## config.mk

```make
export PLATFORM = sky130hd
export DESIGN_NAME = cell_grid_editor_flat
export DESIGN_NICKNAME = d
export VERILOG_FILES = /design/src/rtl/cell_grid_if.sv /design/src/rtl/cell_grid_editor.sv /design/src/flat_wrapper.sv
export SDC_FILE = /design/constraint.sdc
export NUM_CORES = 2
export LEC_CHECK = 0
export CORE_MARGIN = 3
export CORE_UTILIZATION = 35
export DETAILED_ROUTE_END_ITERATION = 10
export PLACE_DENSITY_LB_ADDON = 0.15
export SLEW_MARGIN = 10
export SYNTH_ARGS = -nofsm -noshare
export SYNTH_HDL_FRONTEND = slang
export SYNTH_SLANG_ARGS = --single-unit
export TNS_END_PERCENT = 5
```

## constraint.sdc

```tcl
create_clock -name clk -period 17 [get_ports clk]
set_clock_uncertainty 0.1 [all_clocks]
set_input_delay 2.55 -clock clk [delete_from_list [all_inputs] [get_ports clk]]
set_output_delay 2.55 -clock clk [all_outputs]
set_load 0.01 [all_outputs]
```

## src/rtl/cell_grid_if.sv

```systemverilog
// Handshake/bus bundle between the cursor/KEY side and the cell grid editor.
// Carries edit requests, bulk load, and the registered grid status outputs.
interface cell_grid_if #(
  parameter int unsigned ROWS = 16,
  parameter int unsigned COLS = 16
);
  localparam int unsigned RW = $clog2(ROWS);
  localparam int unsigned CW = $clog2(COLS);
  localparam int unsigned NW = $clog2(ROWS * COLS + 1);
  localparam int unsigned N  = ROWS * COLS;

  logic          key_n;
  logic [1:0]    mode;
  logic [RW-1:0] row_sel;
  logic [CW-1:0] col_sel;
  logic          lock;
  logic          clear_all;
  logic          load;
  logic [N-1:0]  load_data;
  logic [N-1:0]  grid;
  logic          busy;
  logic          edit_done;
  logic [NW-1:0] alive_count;

  modport master (
    output key_n, mode, row_sel, col_sel, lock, clear_all, load, load_data,
    input  grid, busy, edit_done, alive_count
  );

  modport slave (
    input  key_n, mode, row_sel, col_sel, lock, clear_all, load, load_data,
    output grid, busy, edit_done, alive_count
  );
endinterface

```

## src/rtl/cell_grid_editor.sv

```systemverilog
// Cell grid register with single-cell edits on button press, row-by-row
// clear sweep, bulk load from the automaton engine and a registered live count.
module cell_grid_editor #(
  parameter int unsigned ROWS = 16,
  parameter int unsigned COLS = 16
) (
  input logic     clk,
  input logic     reset,
  cell_grid_if.slave bus
);
  localparam int unsigned RW = $clog2(ROWS);
  localparam int unsigned CW = $clog2(COLS);
  localparam int unsigned NW = $clog2(ROWS * COLS + 1);
  localparam int unsigned N  = ROWS * COLS;
  localparam int unsigned IW = $clog2(N);

  typedef enum logic {IDLE, CLEAR} state_t;

  state_t        state;
  logic          key_q;
  logic [RW-1:0] sweep_row;
  logic [N-1:0]  grid_q;
  logic          busy_q;
  logic          edit_done_q;
  logic [NW-1:0] alive_q;

  logic          press;
  logic          in_range;
  logic [IW-1:0] idx;
  logic [IW-1:0] row_shift;
  logic [N-1:0]  cell_mask;
  logic [N-1:0]  row_mask;
  logic [N-1:0]  edit_val;
  logic [NW-1:0] pop;

  // Edit target decode, sweep row mask and popcount of the current grid.
  always_comb begin
    press     = key_q & ~bus.key_n;
    in_range  = ({1'b0, bus.row_sel} < (RW + 1)'(ROWS)) &&
                ({1'b0, bus.col_sel} < (CW + 1)'(COLS));
    idx       = IW'(bus.row_sel) * IW'(COLS) + IW'(bus.col_sel);
    row_shift = IW'(sweep_row) * IW'(COLS);
    cell_mask = N'(1) << idx;
    row_mask  = N'({COLS{1'b1}}) << row_shift;
    case (bus.mode)
      2'b00:   edit_val = grid_q | cell_mask;
      2'b01:   edit_val = grid_q & ~cell_mask;
      2'b10:   edit_val = grid_q ^ cell_mask;
      default: edit_val = grid_q;
    endcase
    pop = '0;
    for (int i = 0; i < int'(N); i++) begin
      pop = pop + NW'(grid_q[i]);
    end
  end

  always_ff @(posedge clk) begin
    if (reset) begin
      state       <= IDLE;
      key_q       <= 1'b1;
      sweep_row   <= '0;
      grid_q      <= '0;
      busy_q      <= 1'b0;
      edit_done_q <= 1'b0;
      alive_q     <= '0;
    end else begin
      key_q       <= bus.key_n;
      edit_done_q <= 1'b0;
      alive_q     <= pop;
      case (state)
        IDLE: begin
          // clear_all beats load beats press; losers are dropped.
          if (bus.clear_all && !bus.lock) begin
            state     <= CLEAR;
            busy_q    <= 1'b1;
            sweep_row <= '0;
          end else if (bus.load) begin
            grid_q      <= bus.load_data;
            edit_done_q <= 1'b1;
          end else if (press && !bus.lock && in_range && bus.mode != 2'b11) begin
            grid_q      <= edit_val;
            edit_done_q <= 1'b1;
          end
        end
        CLEAR: begin
          grid_q <= grid_q & ~row_mask;
          if (sweep_row == RW'(ROWS - 1)) begin
            state       <= IDLE;
            busy_q      <= 1'b0;
            edit_done_q <= 1'b1;
          end else begin
            sweep_row <= sweep_row + RW'(1);
          end
        end
        default: state <= IDLE;
      endcase
    end
  end

  assign bus.grid        = grid_q;
  assign bus.busy        = busy_q;
  assign bus.edit_done   = edit_done_q;
  assign bus.alive_count = alive_q;
endmodule

```

## src/flat_wrapper.sv

```systemverilog
// flat-port wrapper written by rule: the top's interface ports become plain ports
module cell_grid_editor_flat 
#(
  parameter int unsigned ROWS = 16,
  parameter int unsigned COLS = 16
)
  (clk, reset, bus_key_n, bus_mode, bus_row_sel, bus_col_sel, bus_lock, bus_clear_all, bus_load, bus_load_data, bus_grid, bus_busy, bus_edit_done, bus_alive_count);
  cell_grid_if #(.ROWS(ROWS), .COLS(COLS)) bus_i ();
  input logic clk;
  input logic reset;
  input wire logic [$bits(bus_i.key_n)-1:0] bus_key_n;
  input wire logic [$bits(bus_i.mode)-1:0] bus_mode;
  input wire logic [$bits(bus_i.row_sel)-1:0] bus_row_sel;
  input wire logic [$bits(bus_i.col_sel)-1:0] bus_col_sel;
  input wire logic [$bits(bus_i.lock)-1:0] bus_lock;
  input wire logic [$bits(bus_i.clear_all)-1:0] bus_clear_all;
  input wire logic [$bits(bus_i.load)-1:0] bus_load;
  input wire logic [$bits(bus_i.load_data)-1:0] bus_load_data;
  output wire logic [$bits(bus_i.grid)-1:0] bus_grid;
  output wire logic [$bits(bus_i.busy)-1:0] bus_busy;
  output wire logic [$bits(bus_i.edit_done)-1:0] bus_edit_done;
  output wire logic [$bits(bus_i.alive_count)-1:0] bus_alive_count;
  assign bus_i.key_n = bus_key_n;
  assign bus_i.mode = bus_mode;
  assign bus_i.row_sel = bus_row_sel;
  assign bus_i.col_sel = bus_col_sel;
  assign bus_i.lock = bus_lock;
  assign bus_i.clear_all = bus_clear_all;
  assign bus_i.load = bus_load;
  assign bus_i.load_data = bus_load_data;
  assign bus_grid = bus_i.grid;
  assign bus_busy = bus_i.busy;
  assign bus_edit_done = bus_i.edit_done;
  assign bus_alive_count = bus_i.alive_count;
  cell_grid_editor #(.ROWS(ROWS), .COLS(COLS)) u_core (.clk(clk), .reset(reset), .bus(bus_i));
endmodule
```

==> impl_metrics.env <==
export IMPL_path_cells="inv_1, fa_1, inv_1, fa_1, inv_1, fa_1, fa_1, fa_1, fa_1, inv_1, fa_1, inv_1, fa_1, fa_1, fa_1, fa_1, fa_1, inv_1, fa_1, a21oi_1, o21ai_0, o21a_1, o21a_1, o31a_1"
export IMPL_cap_violations=0
export IMPL_tritoncts="built"
export IMPL_syn_inst=3327
export IMPL_synth_edff_count=0
export IMPL_dieArea_sq_um=89700
export IMPL_grt_busiest_layer="met2"
export IMPL_worstPathArrival_ns=8.51
export IMPL_overflow=0
export IMPL_dr_pass1_iters=7
export IMPL_synthMuxAreaShare=0.000373
export IMPL_final_max_slew_viol_count=0
export IMPL_synth_top_family_by_area="adder cells"
export IMPL_die_h_um=300
export IMPL_cts_repair_resized=0
export IMPL_cts_root_buf="clkbuf_16"
export IMPL_cp_common_cell="fa_1"
export IMPL_end_kind="register"
export IMPL_clk_pin_slew_ns=0.06
export IMPL_crit_path_start_kind="register"
export IMPL_setup_viol=0
export IMPL_critPathRequiredTime_ns=17.36
export IMPL_rows=107
export IMPL_slew_headroom=0.219
export IMPL_synth_ff_type="dfxtp_1"
export IMPL_cts_made_buffers=41
export IMPL_clockBufferDepth=3
export IMPL_register_area_sq_um=5470
export IMPL_avgSynthCellArea_sq_um=9.06
export IMPL_path_delay_family="adder cells"
export IMPL_die_w_um=300
export IMPL_synth_seq_cells=273
export IMPL_cts_sinks=273
export IMPL_drcViolationCount=0
export IMPL_nets=4759
export IMPL_synth_adder_area_share=0.394
export IMPL_synth_compound_area_frac=0.274
export IMPL_r2r_end="u_core.bus.alive_count[8]"
export IMPL_initial_utilization=0.354
export IMPL_hold_class="register to register"
export IMPL_multi_input_area_sq_um=21800
export IMPL_vias=27200
export IMPL_grt_max_degree=183
export IMPL_r2r_cells=24
export IMPL_wl_per_cell_um=26.8
export IMPL_grt_pass1_wl_um=190000
export IMPL_crit_buf_inv=6
export IMPL_worst_slew_pin_slew_ns=1.17
export IMPL_port_buffers=538
export IMPL_timing_rr_start="u_core.bus.grid[132]"
export IMPL_antenna_found_initial=10
export IMPL_routed_via_density=5.58
export IMPL_ys_seq_area_frac=0.181
export IMPL_areaGrowthSynthToFinish_pct=25.1
export IMPL_holdPathStages=2
export IMPL_hold_path_end="u_core.bus.busy"
export IMPL_syn_area_sq_um=30200
export IMPL_grt_pass1_vias=27000
export IMPL_period_share=0.480
export IMPL_gp_congestion=0.905
export IMPL_leakage_nw=14.3
export IMPL_synthArstFlopShare=0
export IMPL_fin_crit_ns=8.15
export IMPL_critical_path_class="register to register"
export IMPL_post_cts_buffers=0
export IMPL_yosysWarnings=0
export IMPL_io_pins=539
export IMPL_grt_usage=0.283
export IMPL_worst_skew_pair_late_latency_ns=0.59
export IMPL_critPathSlowestCell="fa_1"
export IMPL_drive_above_1_share=0.0404
export IMPL_fin_hold_ws_ns=0.401
export IMPL_worstPathMaxFanout=4
export IMPL_dp_hpwl_um=97500
export IMPL_globalRouteMet3Util=0.0404
export IMPL_finalSetupTns_ns=0
export IMPL_final_hold_viol_count=0
export IMPL_yosysUniqueCellTypes=45
export IMPL_ir_drop_mv=1.58
export IMPL_holdCritStartpoint="u_core.bus.busy"
export IMPL_synth_fp_nets=4403
export IMPL_max_stage_delay_ns=0.55
export IMPL_rsz0062_at_grt="false"
export IMPL_status="finished, final reports clean"
export IMPL_h_tree_depth=2
export IMPL_routed_wl_um=130000
export IMPL_fmax_mhz=123
export IMPL_coreArea_sq_um=85300
export IMPL_antenna_left=0
export IMPL_p_per_area_nw_per_um2=257
export IMPL_drtIter0Drc=2044
export IMPL_synth_xor_area_frac=0.000581
export IMPL_fillers=8348
export IMPL_yosys_area_share_simple=0.0496
export IMPL_r2r_slack_ns=8.85
export IMPL_met1_usage=0.370
export IMPL_cts_hold_buf=0
export IMPL_grt_util_met2=0.480
==> how the worst max path moves through the flow <==
stage                           endpoint  cells past startpoint  slack, ns                  from
2_1_floorplan  u_core.bus.alive_count[7]                     23       9.20  u_core.bus.grid[240]
3_3_place_gp   u_core.bus.alive_count[7]                     21       8.93  u_core.bus.grid[156]
3_5_place_dp   u_core.bus.alive_count[7]                     21       8.89  u_core.bus.grid[156]
4_1_cts        u_core.bus.alive_count[7]                     21       8.87  u_core.bus.grid[156]
5_1_grt        u_core.bus.alive_count[8]                     24       8.53  u_core.bus.grid[150]
6_report       u_core.bus.alive_count[8]                     24       8.85  u_core.bus.grid[132]
==> registers in the layout, summed over array words and instances (netlist names) <==
| signal | count |
|---|---|
| u_core.bus.busy | 1 |
| u_core.bus.alive_count | 9 |
| u_core.sweep_row | 4 |
| u_core.bus.edit_done | 1 |
| u_core.bus.grid | 256 |
| u_core.state | 1 |
| u_core.key_q | 1 |
==> cells in the final DEF (no fill, tap or decap), drive strengths merged, types with 2 or more instances in the layout <==
master         netlist  routed
a211oi             320     320
a21oi              334     334
a221oi             255     255
a31oi                4       4
and2                 2       2
and3                 3       3
buf                 50      46
bufinv               0       3
clkbuf             219      63
clkdlybuf4s50        0     536
clkinv               0       4
dfxtp              273     273
diode                0       8
fa                 242     242
ha                 562     562
inv                499     500
nand2              263     263
nand2b               9       9
nand3                7       7
nor2                39      39
nor2b                5       5
nor3                20      20
nor4                 4       4
o21a                 5       5
o21ai                5       5
o2bb2ai            191     191
o31a                 2       2
xnor2                2       2
==> final cells by class <==
| cell class | count | area share |
|---|---|---|
| Multi-Input combinational cell | 2286 | 0.578 |
| Timing Repair Buffer | 582 | 0.152 |
| Sequential cell | 273 | 0.145 |
| Inverter | 499 | 0.0499 |
| Tap cell | 1144 | 0.0379 |
| Clock buffer | 63 | 0.0332 |
| Clock inverter | 9 | 0.00335 |
| Antenna cell | 8 | 0.000531 |
==> worst reg2reg max path: stages (launching register included) <==
cell and delay (ns):
dfxtp_1 0.38, inv_1 0.10, fa_1 0.53, inv_1 0.10, fa_1 0.51, inv_1 0.05, fa_1 0.50, fa_1 0.44
fa_1 0.53, fa_1 0.55, inv_1 0.06, fa_1 0.48, inv_1 0.05, fa_1 0.53, fa_1 0.43, fa_1 0.49
fa_1 0.51, fa_1 0.21, inv_1 0.07, fa_1 0.45, a21oi_1 0.17, o21ai_0 0.14, o21a_1 0.21, o21a_1 0.19
o31a_1 0.25
==> synth_stat cells (2+ instances only) <==
library cell,count,share of area
nor3_1,18,0.0030
nor3_2,2,0.00066
nand3_1,7,0.0012
a21oi_1,325,0.054
nor4_1,3,0.00062
a31oi_1,3,0.00062
buf_6,10,0.0037
clkbuf_1,219,0.027
nor2b_1,5,0.0010
fa_1,242,0.16
o31a_1,2,0.00058
buf_1,9,0.0011
o21a_1,5,0.0012
buf_4,8,0.0020
a221oi_1,255,0.074
a21oi_4,9,0.0049
nand2_1,263,0.033
nor2_1,39,0.0049
xnor2_1,2,0.00058
dfxtp_1,273,0.18
buf_2,22,0.0037
inv_1,498,0.062
o2bb2ai_1,191,0.055
o21ai_0,5,0.00083
ha_1,562,0.23
nand2b_1,9,0.0019
a211oi_1,320,0.080
and3_1,3,0.00062
and2_1,2,0.00041
==> routing by layer <==
metal,vias to the layer above,share of wire,routed length [um]
met3,160,0.055,7160
li1,12600,-,-
met1,13500,0.43,56200
met2,912,0.48,62800
met4,2,0.032,4110
met5,-,0.00010,13
==> cells by family (layout without fill, tap and decap cells) <==
kind of cell | after synthesis | in the layout
compound gates | 1120 | 1120
xor+xnor | 2 | 2
fa+ha+maj | 804 | 804
buf+inv | 768 | 1153
flops | 273 | 273
mux | 1 | 1
other cells | 0 | 8
simple gates | 359 | 359
==> through the flow <==
stage,utilization,power (mW),cells,worst slack [ns],cell area [sq um]
6_report,0.442,9.69,4864,8.85,37700
4_1_cts,0.442,9.71,4856,8.87,37700
2_1_floorplan,-,7.04,3327,9.20,30200
3_3_place_gp,0.426,8.65,4784,8.93,36300
3_5_place_dp,0.426,8.79,4784,8.89,36300
5_1_grt,0.442,10.8,4864,8.53,37700
==> report_power, final <==
part | switching, mW | leakage [nW] | internal (mW)
Sequential | 0.0934 | 2.24 | 0.743
Combinational | 4.50 | 11.4 | 3.45
Clock | 0.358 | 0.676 | 0.549
(Power assumes the default switching activity.)
